<file path="config.mk">
export PLATFORM = sky130hd
export DESIGN_NAME = light_conflict_monitor
export DESIGN_NICKNAME = d
export VERILOG_FILES = /design/src/rtl/traffic_pkg.sv /design/src/rtl/approach_tracker.sv /design/src/rtl/light_conflict_monitor.sv
export SDC_FILE = /design/constraint.sdc
export NUM_CORES = 1
export LEC_CHECK = 0
export BUFFER_PORTS_ARGS = -buffer_cell sky130_fd_sc_hd__buf_2
export CAP_MARGIN = 5
export CORE_AREA = 2 2 99 82
export DETAILED_ROUTE_END_ITERATION = 6
export DIE_AREA = 0 0 101 84
export SLEW_MARGIN = 15
export SYNTH_ARGS = -nofsm -noshare
export SYNTH_HDL_FRONTEND = slang
export SYNTH_HIERARCHICAL = 1
export SYNTH_SLANG_ARGS = --single-unit
</file>
<file path="constraint.sdc">
create_clock -name clk -period 6.3 [get_ports clk]
set_input_delay 0.315 -clock clk [delete_from_list [all_inputs] [get_ports clk]]
set_output_delay 0.315 -clock clk [all_outputs]
set_load 0.05 [all_outputs]
</file>
<file path="src/rtl/traffic_pkg.sv">
// Shared lamp colour codes, monitor fault codes and monitor state encoding.
// Latency: n/a (constants and a pure function only).
// Backpressure: n/a.
package traffic_pkg;

    localparam logic [2:0] RED    = 3'b100;
    localparam logic [2:0] YELLOW = 3'b010;
    localparam logic [2:0] GREEN  = 3'b001;
    localparam logic [2:0] DARK   = 3'b000;

    localparam logic [2:0] FC_NONE            = 3'd0;
    localparam logic [2:0] FC_INVALID         = 3'd1;
    localparam logic [2:0] FC_CONFLICT        = 3'd2;
    localparam logic [2:0] FC_TRANSITION      = 3'd3;
    localparam logic [2:0] FC_SHORT_YELLOW    = 3'd4;
    localparam logic [2:0] FC_GREEN_TIMEOUT   = 3'd5;
    localparam logic [2:0] FC_ALL_RED_TIMEOUT = 3'd6;

    typedef enum logic [1:0] {
        ST_ARMING  = 2'd0,
        ST_MONITOR = 2'd1,
        ST_FAULT   = 2'd2
    } mon_state_t;

    function automatic logic colour_valid(input logic [2:0] c);
        return (c == RED) || (c == YELLOW) || (c == GREEN);
    endfunction

endpackage

</file>
<file path="src/rtl/approach_tracker.sv">
// Per-approach colour history: previous colour, dwell counter, sequence and dwell checks.
// Latency: check flags are combinational on the current sample; state updates on load/advance.
// Backpressure: none; the parent decides each edge whether the sample is accepted.
import traffic_pkg::*;

module approach_tracker #(
    parameter int GREEN_MAX  = 51,
    parameter int YELLOW_MIN = 11,
    parameter int CW         = 6
) (
    input  logic       clk,
    input  logic       reset_n,
    input  logic [2:0] light,
    input  logic       load,
    input  logic       advance,
    output logic [2:0] prev,
    output logic       bad_transition,
    output logic       short_yellow,
    output logic       green_timeout
);

    localparam logic [CW-1:0] GREEN_LIM  = CW'(GREEN_MAX);
    localparam logic [CW-1:0] YELLOW_LIM = CW'(YELLOW_MIN);

    logic [CW-1:0] dwell;
    logic          changed;
    logic          legal_step;

    assign changed    = (light != prev);
    assign legal_step = ((prev == GREEN)  && (light == YELLOW)) ||
                        ((prev == YELLOW) && (light == RED))    ||
                        ((prev == RED)    && (light == GREEN));

    assign bad_transition = changed && !legal_step;
    assign short_yellow   = (prev == YELLOW) && (light == RED) && (dwell < YELLOW_LIM);
    assign green_timeout  = (prev == GREEN) && (light == GREEN) && (dwell == GREEN_LIM);

    always_ff @(posedge clk or negedge reset_n) begin
        if (!reset_n) begin
            prev  <= RED;
            dwell <= '0;
        end else if (load) begin
            prev  <= light;
            dwell <= CW'(1);
        end else if (advance) begin
            prev <= light;
            if (changed) begin
                dwell <= CW'(1);
            end else if (dwell != '1) begin
                dwell <= dwell + CW'(1);
            end
        end
    end

endmodule

</file>
<file path="src/rtl/light_conflict_monitor.sv">
// Lamp-drive safety monitor: validates controller codes, forwards healthy ones, flashes red on fault.
// Latency: one register from ns_light/ew_light to lamps, fault and fault_code.
// Backpressure: none; samples every cycle, inputs ignored in FAULT except for clear qualification.
import traffic_pkg::*;

module light_conflict_monitor #(
    parameter int GREEN_MAX   = 51,
    parameter int YELLOW_MIN  = 11,
    parameter int ALL_RED_MAX = 4,
    parameter int FLASH_HALF  = 25
) (
    input  logic       clk,
    input  logic       reset_n,
    input  logic [2:0] ns_light,
    input  logic [2:0] ew_light,
    input  logic       clear_fault,
    output logic [2:0] ns_lamp,
    output logic [2:0] ew_lamp,
    output logic       fault,
    output logic [2:0] fault_code
);

    localparam int CW = $clog2(GREEN_MAX + 2);
    localparam int FW = (FLASH_HALF > 1) ? $clog2(FLASH_HALF) : 1;
    localparam logic [CW-1:0] AR_LIM     = CW'(ALL_RED_MAX);
    localparam logic [FW-1:0] FLASH_LAST = FW'(FLASH_HALF - 1);

    mon_state_t    state;
    logic [FW-1:0] flash_cnt;
    logic          flash_on;
    logic [CW-1:0] allred_cnt;

    logic [2:0] ns_prev, ew_prev;
    logic       ns_bad, ew_bad, ns_short, ew_short, ns_gto, ew_gto;
    logic       encoding_bad, conflict, inputs_ok;
    logic       all_red_now, all_red_prev, all_red_timeout;
    logic [2:0] cause;
    logic       trip, load, advance;

    assign encoding_bad = !(colour_valid(ns_light) && colour_valid(ew_light));
    assign conflict     = (ns_light != RED) && (ew_light != RED);
    assign inputs_ok    = !encoding_bad && !conflict;

    assign all_red_now     = (ns_light == RED) && (ew_light == RED);
    assign all_red_prev    = (ns_prev == RED) && (ew_prev == RED);
    assign all_red_timeout = all_red_now && all_red_prev && (allred_cnt == AR_LIM);

    always_comb begin
        cause = FC_NONE;
        if (encoding_bad)                cause = FC_INVALID;
        else if (conflict)               cause = FC_CONFLICT;
        else if (ns_bad || ew_bad)       cause = FC_TRANSITION;
        else if (ns_short || ew_short)   cause = FC_SHORT_YELLOW;
        else if (ns_gto || ew_gto)       cause = FC_GREEN_TIMEOUT;
        else if (all_red_timeout)        cause = FC_ALL_RED_TIMEOUT;
    end

    // In ARMING only encoding/conflict count; cause is then 1 or 2 whenever inputs are not ok.
    assign trip    = ((state == ST_ARMING) && !inputs_ok) ||
                     ((state == ST_MONITOR) && (cause != FC_NONE));
    assign load    = (state == ST_ARMING) && inputs_ok;
    assign advance = (state == ST_MONITOR) && (cause == FC_NONE);

    approach_tracker #(
        .GREEN_MAX (GREEN_MAX),
        .YELLOW_MIN(YELLOW_MIN),
        .CW        (CW)
    ) u_ns (
        .clk           (clk),
        .reset_n       (reset_n),
        .light         (ns_light),
        .load          (load),
        .advance       (advance),
        .prev          (ns_prev),
        .bad_transition(ns_bad),
        .short_yellow  (ns_short),
        .green_timeout (ns_gto)
    );

    approach_tracker #(
        .GREEN_MAX (GREEN_MAX),
        .YELLOW_MIN(YELLOW_MIN),
        .CW        (CW)
    ) u_ew (
        .clk           (clk),
        .reset_n       (reset_n),
        .light         (ew_light),
        .load          (load),
        .advance       (advance),
        .prev          (ew_prev),
        .bad_transition(ew_bad),
        .short_yellow  (ew_short),
        .green_timeout (ew_gto)
    );

    // The all-red counter measures the current "both red" / "not both red" episode.
    always_ff @(posedge clk or negedge reset_n) begin
        if (!reset_n) begin
            allred_cnt <= '0;
        end else if (load) begin
            allred_cnt <= CW'(1);
        end else if (advance) begin
            if (all_red_now != all_red_prev) begin
                allred_cnt <= CW'(1);
            end else if (allred_cnt != '1) begin
                allred_cnt <= allred_cnt + CW'(1);
            end
        end
    end

    always_ff @(posedge clk or negedge reset_n) begin
        if (!reset_n) begin
            state      <= ST_ARMING;
            ns_lamp    <= RED;
            ew_lamp    <= RED;
            fault      <= 1'b0;
            fault_code <= FC_NONE;
            flash_cnt  <= '0;
            flash_on   <= 1'b1;
        end else if (trip) begin
            state      <= ST_FAULT;
            fault      <= 1'b1;
            fault_code <= cause;
            ns_lamp    <= RED;
            ew_lamp    <= RED;
            flash_cnt  <= '0;
            flash_on   <= 1'b1;
        end else begin
            case (state)
                ST_ARMING: begin
                    ns_lamp <= ns_light;
                    ew_lamp <= ew_light;
                    state   <= ST_MONITOR;
                end
                ST_MONITOR: begin
                    ns_lamp <= ns_light;
                    ew_lamp <= ew_light;
                end
                ST_FAULT: begin
                    if (clear_fault && inputs_ok) begin
                        state      <= ST_ARMING;
                        fault      <= 1'b0;
                        fault_code <= FC_NONE;
                        ns_lamp    <= RED;
                        ew_lamp    <= RED;
                    end else if (flash_cnt == FLASH_LAST) begin
                        flash_cnt <= '0;
                        flash_on  <= !flash_on;
                        ns_lamp   <= flash_on ? DARK : RED;
                        ew_lamp   <= flash_on ? DARK : RED;
                    end else begin
                        flash_cnt <= flash_cnt + FW'(1);
                    end
                end
                default: state <= ST_ARMING;
            endcase
        end
    end

endmodule

</file>
# After elaboration in Yosys (flattened, before gate mapping)
# Index checks and enable logic that the tools add are counted.
dict set report totals {
  wordCells 157
  input_bits 9
  regBits 42
}
dict set report op_classes {
  muxes 46
  reduce_logical 63
  eq_ne 30
  addsub 4
  order_cmp 2
}
# cell n
set ops {}
lappend ops {{6-bit 2-to-1 mux} 12}
lappend ops {{3-bit 2-to-1 mux} 18}
lappend ops {{1-bit logical AND} 26}
lappend ops {{5-bit 2-to-1 mux} 4}
lappend ops {{6-bit by 1-bit adder with 6-bit output, second input constant} 3}
lappend ops {{6-bit != test, second input constant} 3}
lappend ops {{3-bit nonzero test} 5}
lappend ops {{2-bit AND reduction} 7}
lappend ops {{3-bit by 1-bit equality test with 1-bit output, second input constant} 4}
lappend ops {{3-bit by 2-bit equality test with 1-bit output, second input constant} 4}
lappend ops {{3-bit equality test, second input constant} 4}
lappend ops {{6-bit equality test, second input constant} 2}
lappend ops {{1-bit logical OR} 12}
lappend ops {{6-bit by 4-bit less-than comparator with 1-bit output, second input constant} 2}
lappend ops {{3-bit case mux with 2 select lines} 2}
lappend ops {{3-bit != test, second input constant} 3}
lappend ops {{2-bit nonzero test} 4}
lappend ops {{1-bit 2-to-1 mux} 7}
lappend ops {{6-bit by 3-bit equality test with 1-bit output, second input constant} 1}
lappend ops {{3-bit != test} 2}
lappend ops {{2-bit case mux with 3 select lines} 1}
lappend ops {{5-bit by 1-bit adder with 5-bit output, second input constant} 1}
lappend ops {{5-bit equality test, second input constant} 1}
lappend ops {{1-bit logical NOT} 5}
lappend ops {{other kinds (10)} 12}

# Depth between registers and ports, before layout
dict set report logic_depth {
  depth_word 15
  mapped_depth 13
  ltp_nobuf 12
}

# By module
# The synthesis kept the hierarchy.
# module area_each_um2 instances cells_each
set by_module_without_submodules {}
lappend by_module_without_submodules {light_conflict_monitor 1631.6 1 169}
lappend by_module_without_submodules {approach_tracker 599.3 2 65}

# Worst setup path before layout
# No wires, ideal clock.
dict set report synth_path {
  kind {register -> register}
  start {register u_ew.dwell[0]}
  end {register u_ew.dwell[3]}
  arrival_time_ns 3.085
  setup_time_ns 0.094
  period_less_slack_ns 3.179
  path_buffers 1
  path_slack_ns 3.121
  path_stages_with_launch 12
  cell_sequence {dfrtp_1 -> ha_1 -> or4b_1 -> or4_1 -> nor3_2 -> or4_4 -> a21oi_2 -> nand2_1 -> a2111oi_4 -> clkbuf_1 -> a41oi_1 -> a211oi_1}
}
dict set report synth_via {
  elab_chain_len 12
  elab_cells_between_ends 22
  cone_classes {add/sub (1); order compare (1); eq/ne (2); mux (9); reduce/logical (9)}
}
# element line_no
set synth_lines {}
lappend synth_lines {{from (decl)} approach_tracker.sv:25} ;# logic [CW-1:0] dwell;
lappend synth_lines {{from (signal assigned)} approach_tracker.sv:50} ;# dwell <= dwell + CW'(1);
lappend synth_lines {{6-bit equality test} approach_tracker.sv:36} ;# assign green_timeout = (prev == GREEN) && (light == GREEN) && (dwell == GREEN_LIM);
lappend synth_lines {{1-bit logical AND} approach_tracker.sv:36}
lappend synth_lines {{named net ew_gto} light_conflict_monitor.sv:34} ;# logic ns_bad, ew_bad, ns_short, ew_short, ns_gto, ew_gto;
lappend synth_lines {{1-bit logical OR} light_conflict_monitor.sv:54} ;# else if (ns_gto || ew_gto) cause = FC_GREEN_TIMEOUT;
lappend synth_lines {{3-bit 2-to-1 mux} light_conflict_monitor.sv:54}
lappend synth_lines {{3-bit 2-to-1 mux} light_conflict_monitor.sv:53} ;# else if (ns_short || ew_short) cause = FC_SHORT_YELLOW;
lappend synth_lines {{3-bit 2-to-1 mux} light_conflict_monitor.sv:52} ;# else if (ns_bad || ew_bad) cause = FC_TRANSITION;
lappend synth_lines {{3-bit 2-to-1 mux} light_conflict_monitor.sv:51} ;# else if (conflict) cause = FC_CONFLICT;
lappend synth_lines {{3-bit 2-to-1 mux} light_conflict_monitor.sv:50} ;# if (encoding_bad) cause = FC_INVALID;
lappend synth_lines {{3-bit logical NOT} light_conflict_monitor.sv:62} ;# assign advance = (state == ST_MONITOR) && (cause == FC_NONE);
lappend synth_lines {{1-bit logical AND} light_conflict_monitor.sv:62}
lappend synth_lines {{named net advance} light_conflict_monitor.sv:38} ;# logic trip, load, advance;
lappend synth_lines {{2-bit nonzero test (no line)} --}
lappend synth_lines {{2-bit AND reduction (no line)} --}
# The timed path passes the listed nets, and every way through them passes these cells. The select of a mux whose other input is x is not followed.
# A chain may end at the register's enable or synchronous reset.

# Worst setup path after layout
dict set report layout_path {
  start {register u_ns.dwell[0]}
  end {register u_ew.prev[0]}
}
dict set report layout_via {
  elab_chain_len 11
  elab_cells_between_ends 14
  cone_classes {order compare (1); eq/ne (1); mux (5); reduce/logical (7)}
}
# element line_no
set layout_lines {}
lappend layout_lines {{from (decl)} approach_tracker.sv:25}
lappend layout_lines {{from (signal assigned)} approach_tracker.sv:50}
lappend layout_lines {{6-bit equality test} approach_tracker.sv:36}
lappend layout_lines {{1-bit logical AND} approach_tracker.sv:36}
lappend layout_lines {{named net ns_gto} light_conflict_monitor.sv:34}
lappend layout_lines {{1-bit logical OR} light_conflict_monitor.sv:54}
lappend layout_lines {{3-bit 2-to-1 mux} light_conflict_monitor.sv:54}
lappend layout_lines {{3-bit 2-to-1 mux} light_conflict_monitor.sv:53}
lappend layout_lines {{3-bit 2-to-1 mux} light_conflict_monitor.sv:52}
lappend layout_lines {{3-bit 2-to-1 mux} light_conflict_monitor.sv:51}
lappend layout_lines {{3-bit 2-to-1 mux} light_conflict_monitor.sv:50}
lappend layout_lines {{3-bit logical NOT} light_conflict_monitor.sv:62}
lappend layout_lines {{1-bit logical AND} light_conflict_monitor.sv:62}
lappend layout_lines {{named net advance} light_conflict_monitor.sv:38}
lappend layout_lines {{2-bit nonzero test (no line)} --}
lappend layout_lines {{to (signal assigned)} approach_tracker.sv:43} ;# prev <= light;
lappend layout_lines {{to (signal assigned)} approach_tracker.sv:46} ;# prev <= light;
lappend layout_lines {{to (decl)} approach_tracker.sv:16} ;# output logic [2:0] prev,
# The timed path passes the listed nets, and every way through them passes these cells.

==> results.md <==
- Status: complete, no violations
- Fmax: 308.0 MHz
- Row count: 29
- Mean area per synthesized cell: around 9.5 sq um
- Overall global routing resource usage: between 15 and 20%
- Total gr overflow: 0
- Clock Path Buffers: 2
- Setup violations, final: 0
- Final core occ: 40.92%
- VDD IR max: 217.1 uV
- Largest net degree at the start of global routing: 43
- Clock Pin Slew Worst Setup and Hold Paths: 0.08 ns
- Headroom to the max-slew limit: a little over a third
- CTS Hold Bufs: 0
- Antenna violations before repair: 0
- First-pass GRT wire length: 11,210 microns
- Power Density: approximately 360 nW/um^2
- Post-route ant nets: 0
- Post-DP Area: 3009 sq um
- Post-Synth Adder-Cell Area: 3.095%
- CP Class: flip-flop to flip-flop
- Drt wl/cell: 15.60 microns
- RD Place Congestion: about 0.8
- CTS tree: built
- Leading cell types in the layout, fill and taps excluded: dfrtp_1, nand2_1, nor2_1, buf_2
- Die width: approximately 100 microns
- Crit-path max FO: 32
- Fill cells: 750
- Post-synthesis sequential area ratio: 37.36%
- Initial Util: a little under two fifths
- Synth Area in Compound Gates: 24.40%
- Routed WL: between 6000 and 7000 microns
- Synth Warn #: 6
- Vias: 2,380
- DRC viols: 0
- EDFF count, synth: 0
- Simple-gate share of the synthesized area: 25.46%
- Placed cell count: 402
- Core area: 7620 sq um
- Height of the die: 84 microns
- Vias in the first global route: approximately 2,200
- Via density: between 5 and 6
- TNS Setup: 0 ns
- Synth async-reset ratio: 100.0%
- Clk sink count: 42
- Area delta synth->final: 10.17%
- Fin crit period: 3.247 ns
- Largest family of logic cells by synthesized area: simple AND/OR/NAND/NOR gates
- Post-DP HPWL: 4542 microns
- Root Driver: clkbuf_8
- Worst Path Arrival: 3.43 ns
- IO Pins: 19
- PortBufs: 18
- Mapped Nets: ~320
- Post-synthesis xor/xnor area fraction: 2.166%
- Layout cell share with drive strength beyond 1: between 10% and 20%
- Diode count: 0
- Mapped Cells: 299
- Synth cell types: 62
- Die Area: approximately 8500 sq um
- H-tree depth: 2
- Setup crit start kind: flip-flop
- Max-slew violations: 0
- Finished Cell Area: 3118 sq um
- Primary FF master, synth: dfrtp_1
- Postcts setup bufs: 0
- Commonest non-fill, non-tap cell in the layout: dfrtp_1
- TritonRoute pass-1 iters: 4
- Clock Latency Late Sink: 0.29 ns
- Post-route insts no fill: 410
- RSZ-0062 raised after global routing: false
- Starting DRT DRC Count: 165
- Hold Fails Final Rpt: 0
- CTS buffer count: 5
- Hold slack: 0.1592 ns
- Max Cap Viol: 0
- Mapped cell area: 2830 sq um
- Hold crit path type: input pin to async pin
- Layout Nets: between 300 and 400
- Slew @ Worst Pin: 0.9568 ns
- Seq cells post-synth: 42
- Final period util: around half
- Worst Skew: around 0.0062 ns
- CP Capture Type: flip-flop
- Post-CTS resize count: 0
- Post-synthesis mux area share: 4.288%
- P_leak: 1.213 nW
- CP required: 6.48 ns
==> worst max-delay path: stages (launching register included) <==
cell	delay (ns)
dfrtp_1	0.45
ha_1	0.30
or4b_1	0.43
or4_1	0.42
nor3_2	0.16
or4_4	0.19
a21oi_2	0.04
nand2_1	0.17
a2111oi_4	0.07
buf_4	0.26
nor2_1	0.25
mux2_2	0.38
==> cell type report <==
class,instances,area [sq um],share of cell area [%]
clock buffers,5,68.82,2.207
clock inverters,3,40.04,1.284
inverters,15,56.30,1.806
multi-input cells,233,1682,53.93
flip-flops and latches,42,1057,33.91
well taps,93,116.4,3.732
repair buffers,19,97.59,3.130
==> metrics by stage <==
stage                     power [mW]  setup slack [ns]
after floorplan               0.7984             3.121
after global placement        0.9064             3.157
after detailed placement      0.9132             3.092
after CTS                      1.129             3.073
after global routing           1.204             2.796
final                          1.121             3.053
==> kinds of logic after synthesis <==
logic type	after synthesis
AO/OA/AOI/OAI	84
XOR/XNOR	7
adder cells (fa/ha/maj)	7
buffers and inverters	24
flip-flops	42
multiplexers	11
AND/OR/NAND/NOR	124
==> synthesized netlist by cell type, types with 3 or more instances <==
master,instances,area [sq um]
a21o_1,3,22.52
clkbuf_1,8,30.03
nor3_1,8,40.04
nand4_1,4,25.02
nor4bb_1,4,40.04
o31ai_1,8,60.06
a31oi_1,6,37.54
a41oi_1,3,26.28
nand4b_1,3,26.28
nor4_1,4,25.02
dfrtp_1,37,925.9
and3_1,4,25.02
and2_1,3,18.77
xor2_1,6,52.55
nand3b_1,4,30.03
nor2_1,21,78.83
nor2b_1,6,37.54
a22o_1,6,52.55
nand2_1,25,93.84
a32o_1,4,40.04
ha_1,7,87.58
nand3_1,14,70.07
a21oi_1,7,35.03
inv_1,15,56.30
mux2_2,9,101.4
nor3_2,4,40.04
dfstp_2,5,131.4
o21ai_0,15,75.07
a211oi_1,8,60.06
o211ai_1,3,22.52
nor4b_1,4,35.03
==> power by group <==
group | internal (mW) | switching (mW) | leakage [nW] | total, mW
sequential | 0.352 | 0.0879 | 0.529 | 0.440
clock | 0.117 | 0.0950 | 0.0579 | 0.212
combinational | 0.178 | 0.291 | 0.625 | 0.469
==> flip-flops by register name, summed over array words and instances (netlist names) <==
register	flops
allred_cnt	6
ew_lamp	3
fault	1
fault_code	3
flash_cnt	5
flash_on	1
ns_lamp	3
state	2
u_ew/dwell	6
u_ew/prev	3
u_ns/dwell	6
u_ns/prev	3
==> layer usage <==
layer	GRT usage, %	vias to the layer above	part of all wire [%]
met5	0	-	0
met4	3.440	0	0.38
met1	24.95	1146	53
met2	23.88	39	44
li1	-	1193	-
met3	3.015	2	3.1
==> worst paths after layout <==
kind	startpoint	slack (ns)	cells after the start	end
min	reset_n	0.16	1	flash_cnt[3]
min in group clk	clear_fault	0.39	3	fault
max in group asynchronous	reset_n	5.54	1	u_ew/prev[1]
min reg2reg	fault	0.49	1	fault
max reg2reg	u_ns/dwell[0]	3.05	11	u_ew/prev[0]
max	u_ns/dwell[0]	3.05	11	u_ew/prev[0]
No activity file was read; power rests on OpenSTA's default activity.
